<file path="src/rtl/speed_meter.sv">
// rtl/speed_meter.sv - gated edge-rate meter that decodes the measured rate into a 2-bit speed mode
// Define SPEED_METER_HYST_EN to require two consecutive windows of a new class before mode moves.
module speed_meter #(
  parameter int GATE_CYCLES = 100000,
  parameter int CW          = 16,
  parameter int TH_SLOW     = 16,
  parameter int TH_MED      = 800,
  parameter int TH_FAST     = 2400
) (
  input  logic          clk_100mhz,
  input  logic          rst,
  input  logic          sig_in,
  output logic [CW-1:0] count,
  output logic          count_valid,
  output logic [1:0]    mode,
  output logic          mode_changed
);

  localparam int            GW      = $clog2(GATE_CYCLES);
  localparam logic [GW-1:0] G_LAST  = GW'(GATE_CYCLES - 1);
  localparam logic [CW-1:0] ACC_MAX = '1;
  localparam logic [CW-1:0] T_SLOW  = CW'(TH_SLOW);
  localparam logic [CW-1:0] T_MED   = CW'(TH_MED);
  localparam logic [CW-1:0] T_FAST  = CW'(TH_FAST);

  logic          s1, s2, s3;
  logic          rise;
  logic [GW-1:0] gcnt;
  logic          terminal;
  logic [CW-1:0] acc, acc_next;
  logic [1:0]    cls;
  logic [1:0]    mode_nx;
  logic          chg_nx;

  assign rise     = s2 & ~s3;
  assign terminal = (gcnt == G_LAST);

  // acc_next already includes an edge landing on the terminal cycle
  always_comb begin
    acc_next = acc;
    if (rise && acc != ACC_MAX)
      acc_next = acc + 1'b1;
  end

  always_comb begin
    if (acc_next < T_SLOW)
      cls = 2'd0;
    else if (acc_next < T_MED)
      cls = 2'd1;
    else if (acc_next < T_FAST)
      cls = 2'd2;
    else
      cls = 2'd3;
  end

`ifdef SPEED_METER_HYST_EN
  typedef enum logic {STABLE, CAND} state_t;

  state_t     state, state_nx;
  logic [1:0] cand_mode, cand_nx;

  always_ff @(posedge clk_100mhz) begin
    if (rst) begin
      state     <= STABLE;
      cand_mode <= 2'd0;
    end else begin
      state     <= state_nx;
      cand_mode <= cand_nx;
    end
  end

  always_comb begin
    state_nx = state;
    cand_nx  = cand_mode;
    mode_nx  = mode;
    chg_nx   = 1'b0;
    if (terminal) begin
      case (state)
        STABLE: begin
          if (cls != mode) begin
            cand_nx  = cls;
            state_nx = CAND;
          end
        end
        CAND: begin
          if (cls == cand_mode) begin
            mode_nx  = cls;
            chg_nx   = 1'b1;
            state_nx = STABLE;
          end else if (cls == mode) begin
            state_nx = STABLE;
          end else begin
            cand_nx = cls;
          end
        end
        default: state_nx = STABLE;
      endcase
    end
  end
`else
  always_comb begin
    mode_nx = cls;
    chg_nx  = (cls != mode);
  end
`endif

  always_ff @(posedge clk_100mhz) begin
    if (rst) begin
      s1           <= 1'b0;
      s2           <= 1'b0;
      s3           <= 1'b0;
      gcnt         <= '0;
      acc          <= '0;
      count        <= '0;
      count_valid  <= 1'b0;
      mode         <= 2'd0;
      mode_changed <= 1'b0;
    end else begin
      s1           <= sig_in;
      s2           <= s1;
      s3           <= s2;
      count_valid  <= terminal;
      mode_changed <= terminal & chg_nx;
      if (terminal) begin
        gcnt  <= '0;
        acc   <= '0;
        count <= acc_next;
        mode  <= mode_nx;
      end else begin
        gcnt <= gcnt + 1'b1;
        acc  <= acc_next;
      end
    end
  end

endmodule

</file>
<file path="config.mk">
export PLATFORM = sky130hd
export DESIGN_NAME = speed_meter
export DESIGN_NICKNAME = d
export VERILOG_FILES = /design/src/rtl/speed_meter.sv
export SDC_FILE = /design/constraint.sdc
export NUM_CORES = 1
export LEC_CHECK = 0
export CORE_UTILIZATION = 47
export CTS_CLUSTER_SIZE = 28
export DETAILED_ROUTE_END_ITERATION = 8
export PLACE_DENSITY = 0.8
export SETUP_SLACK_MARGIN = 0.1
export SYNTH_ARGS = -nofsm -noshare
export SYNTH_HDL_FRONTEND = slang
export SYNTH_SLANG_ARGS = --single-unit
</file>
<file path="constraint.sdc">
create_clock -name clk_100mhz -period 2.75 [get_ports clk_100mhz]
set_input_delay 0.4125 -clock clk_100mhz [delete_from_list [all_inputs] [get_ports clk_100mhz]]
set_output_delay 0.4125 -clock clk_100mhz [all_outputs]
set_load 0.01 [all_outputs]
</file>
# Yosys cells after proc, flatten, opt, wreduce, memory -nomap -nowiden
# Cells that the tools add are included.
[word_totals]
rom_bits = 0
memories = 0
inputBits = 3
latch_bits = 0
ramBits = 0
reg_bits = 56
out_inout_bits = 20
[classes]
bitwise = 3
mux = 4
n_div = 0
n_eq_ne = 3
addsub = 2
multipliers = 0
shift = 0
order_cmp = 3
n_reduce_logical = 2
[ops]
columns = ["operator", "n"]
rows = [
  ["$add 17x1->17 const B", 1],
  ["$eq 17x17->1 const B", 1],
  ["$add 16x1->16 const B", 1],
  ["$lt 16x10->1 const B", 1],
  ["$lt 16x12->1 const B", 1],
  ["$lt 16x5->1 const B", 1],
  ["$mux 16", 1],
  ["$ne 16x16->1 const B", 1],
  ["$mux 2", 2],
  ["$and 1x1->1", 2],
  ["$ne 2x2->1", 1],
  ["$reduce_or 2->1", 1],
  ["$logic_and 1x1->1", 1],
  ["$mux 1", 1],
  ["$not 1->1", 1],
]

# Logic depth before layout (Yosys ltp)
# Gate-level depths: netlist of run 1.
[depth]
depth_word = 10
mapped_depth = 9
mapped_depth_nobuf = 9

# Worst setup path before layout of run 1
# No wires, ideal clock.
[synth_path]
path_kind = "reg-to-reg"
startpoint = "register acc[2]"
endpoint = "register mode[0]"
stages_incl_launch_ff = 9
path_slack_ns = 0.070
setup_ns = 0.132
arrival_ns = 2.548
t_required_ns = 2.618
cell_sequence = "dfxtp_1 nand4_4 or4_4 or3_4 mux2i_1 or2_2 or4_1 o211ai_1 a21oi_1"
[synth_via]
elab_chain_len = 7
elab_cells_between_ends = 10
cone_classes = "add/sub: 1; order compare: 3; eq/ne: 1; mux: 4; reduce/logical: 1"
[synth_lines]
columns = ["item", "line_no", "rtl"]
rows = [
  ["start, declared", "30", "logic [CW-1:0] acc, acc_next;"],
  ["start signal, assigned", "131", "acc <= acc_next;"],
  ["branches (longest 2 deep; another with $add 16x1->16)", "-", ""],
  ["$mux 16 *", "41", "if (rise && acc != ACC_MAX)"],
  ["$lt 16x12->1", "50", "else if (acc_next < T_FAST)"],
  ["$mux 1", "50", ""],
  ["$mux 2", "48", "else if (acc_next < T_MED)"],
  ["$mux 2 *", "46", "if (acc_next < T_SLOW)"],
  ["end signal, assigned", "128", "mode <= mode_nx;"],
  ["end, declared", "15", "output logic [1:0] mode,"],
]
# Mark *: on every way between the ends.
# A chain may end at the register's enable or synchronous reset.

# Worst setup path after layout of run 1
[layout_path]
startpoint = "register acc[0]"
endpoint = "register mode[0]"
# Same word-level chain as after synthesis.

==> results of run 1 <==
==> critical path, delay by kind of cell, from the launching register on <==
kind                     cells  cell delay, ns
flip-flops                   1            0.39
XOR/XNOR                     1            0.25
adder cells (fa/ha/maj)      1            0.15
AND/OR/NAND/NOR              5            1.55
AO/OA/AOI/OAI                2            0.19
==> per-layer routing <==
| layer | track usage | up-vias | wire [um] |
|---|---|---|---|
| li1 | - | 1104 | - |
| met1 | 0.2886 | 1029 | 2732 |
| met2 | 0.3483 | 65 | 2644 |
| met3 | 0.04953 | 8 | 304 |
| met4 | 0.06499 | 0 | 112 |
| met5 | 0 | - | 0 |
==> final cells by class <==
class | count | area share
flip-flops and latches | 56 | 0.3678
repair buffers | 47 | 0.1318
clock inverters | 2 | 0.004407
multi-input cells | 225 | 0.4307
inverters | 9 | 0.01082
well taps | 70 | 0.02804
clock buffers | 6 | 0.02644
==> cell usage after synthesis, drive strengths merged (9+ instances only) <==
cell type  count  area share
xor2          11       0.045
dfxtp         56        0.45
nand2         22       0.033
xnor2         13       0.046
inv            9       0.014
nor3          11       0.022
nand3         16       0.036
a21oi         20       0.040
o21ai         10       0.020
nor2          64       0.096
==> stage by stage <==
stage,utilization,hold WS [ns],cell area (um^2),instances
final,0.6115,0.4427,3123,415
after global placement,0.5620,0.4294,2870,395
after detailed placement,0.5620,0.4335,2870,395
after CTS,0.5914,0.4449,3020,408
after global routing,0.6115,0.4777,3123,415
after floorplan,-,0.4138,2499,299
==> logic make-up after synthesis <==
family | Yosys count | synth area share
flip-flops | 56 | 0.4493
AND/OR/NAND/NOR | 156 | 0.3185
XOR/XNOR | 24 | 0.09027
adder cells (fa/ha/maj) | 2 | 0.01003
AO/OA/AOI/OAI | 40 | 0.09279
multiplexers | 3 | 0.01204
buffers and inverters | 18 | 0.02708
==> state kept, by name (all words and copies together), names as in the netlist, 2 cells and up <==
register,flops
acc,16
count,16
gcnt,17
mode,2
==> repair_timing <==
action,in CTS,in global routing
resized for setup,6,15
buffers inserted,5,7
pin swaps,3,12
setup endpoints to repair,2,3
==> worst max-delay path by stage <==
stage | endpoint | cells after the start
global route | mode[0] | 9
finish | mode[0] | 9
CTS | mode_changed | 9
detailed placement | mode_changed | 9
global placement | mode[0] | 8
floorplan | mode[0] | 8
==> power by group <==
part           leakage, nW  internal, W  switching [W]
combinational        0.616    0.0000135      0.0000219
sequential           0.459     0.000812     0.00000547
clock               0.0516     0.000207       0.000277
==> metrics, run 1 <==
# rows=26; crit path max fanout=6; post-synth cell types=between 40 and 50; async set-or-reset flop fraction in the synthesized netlist=0; number of synthesized flops with an enable pin=0; outcome=completed; die area=about 5600 um^2; fin. max-slew vios=0; DR vias/cell=approximately 5.3; Final setup viols=0; CP Cell Sequence=ha_4 > nand3_4 > or4_4 > nand2_1 > xor2_2 > nand3_2 > or4_4 > o211ai_1 > a21oi_1; root buf cell=clkbuf_8; fin worst setup slack=0.1030 ns; final worst path period share=0.9625; total track usage=0.2157; drt drc=0; Crit Path Class=reg -> reg; Clock Latency Late Sink=around 0.32 ns; FILL cells=between 400 and 500; largest net degree at the start of global routing=31; first-pass GRT wire length=9177 um; Area Overhead vs Synth=25.18%; CP max-delay cell=or4_4; Slew @ Worst Pin=approximately 0.52 ns; Peak VDD IR=0.3910 mV; Worst Hold Depth=1; routed vias=2206; CTS max path bufs=2; fmax=approximately 380 MHz; Clock Skew=around 0.009 ns; DRT iter0 DRCs=about 130; register area=1149 um^2; Top FF cell, synth=dfxtp_1; Pre-antenna DRT Iters=4; routed len/inst=between 10 and 15 um; layout cell share with drive strength beyond 1=0.1739; mean post-synth cell area=between 8 and 9 um^2; CP Capture Type=register; nets=around 350; TNS Setup=0 ns; n_diodes=0; gpl congestion=around 0.9; gr ovfl total=0; synthesized cell area=around 2500 um^2; die boundary height=74.86 um; worst hold path type=reg -> reg; sequential share of the synthesized area=0.4493; Reg2Reg Setup Slack=0.10 ns; commonest non-fill, non-tap cell in the layout=nor2_1; final hold viol count=0; Worst path most repeated cell=or4_4; worst reg-to-reg path cell count=9; Rel. slew slack=0.6512; Syn Nets=between 300 and 400; critical hold path startpoint=s1; CP Launch Point=acc[0]; IO Count=23; initial core utilization=0.4885; RSZ-0062 raised after global routing=true; cts bufs inserted=5; Critical Path RT=between 2 and 3 ns; die width=approximately 75 um; Clock transition at path regs=0.10 ns; overall power=around 0.0013 W; Routed Antenna Nets=0; Mapped Cells=between 200 and 300; Period minus WS final=between 2 and 3 ns; DP HPWL=3738 um; R2R Path End=mode[0]; CP Launch Type=register; vias in the first global route=just over 2000; reg2reg start=acc[0]; CTS tree=built; CTS sink cnt=56; Post-Route WL=5793 um; slowest stage delay, CP=slightly below 0.6 ns; number of synthesized register bits=between 50 and 60; critical path arrival=2.85 ns; Syn. warnings=0; IO Port Bufs=22; P_leak=approximately 1.1 nW; cts hold-fix bufs=0; # Max-Cap Violations=0; core area=between 5000 and 6000 um^2; initial antenna violation count=0; PwrDens=about 430 nW/um^2; most frequent cells in the layout=nor2_1, dfxtp_1, buf_4; Worst Hold Path EP=s2; area occupied by multi-input gates=~1300 um^2; H-tree depth=2; dpl ws=between 0.03 and 0.04 ns
Power figures use the tool's default switching activity.
==> run 2: changes to the inputs <==
- SLEW_MARGIN: unset -> 20
==> results of run 2 <==
No change in the layout: final DEF, timing and power equal those of run 1.
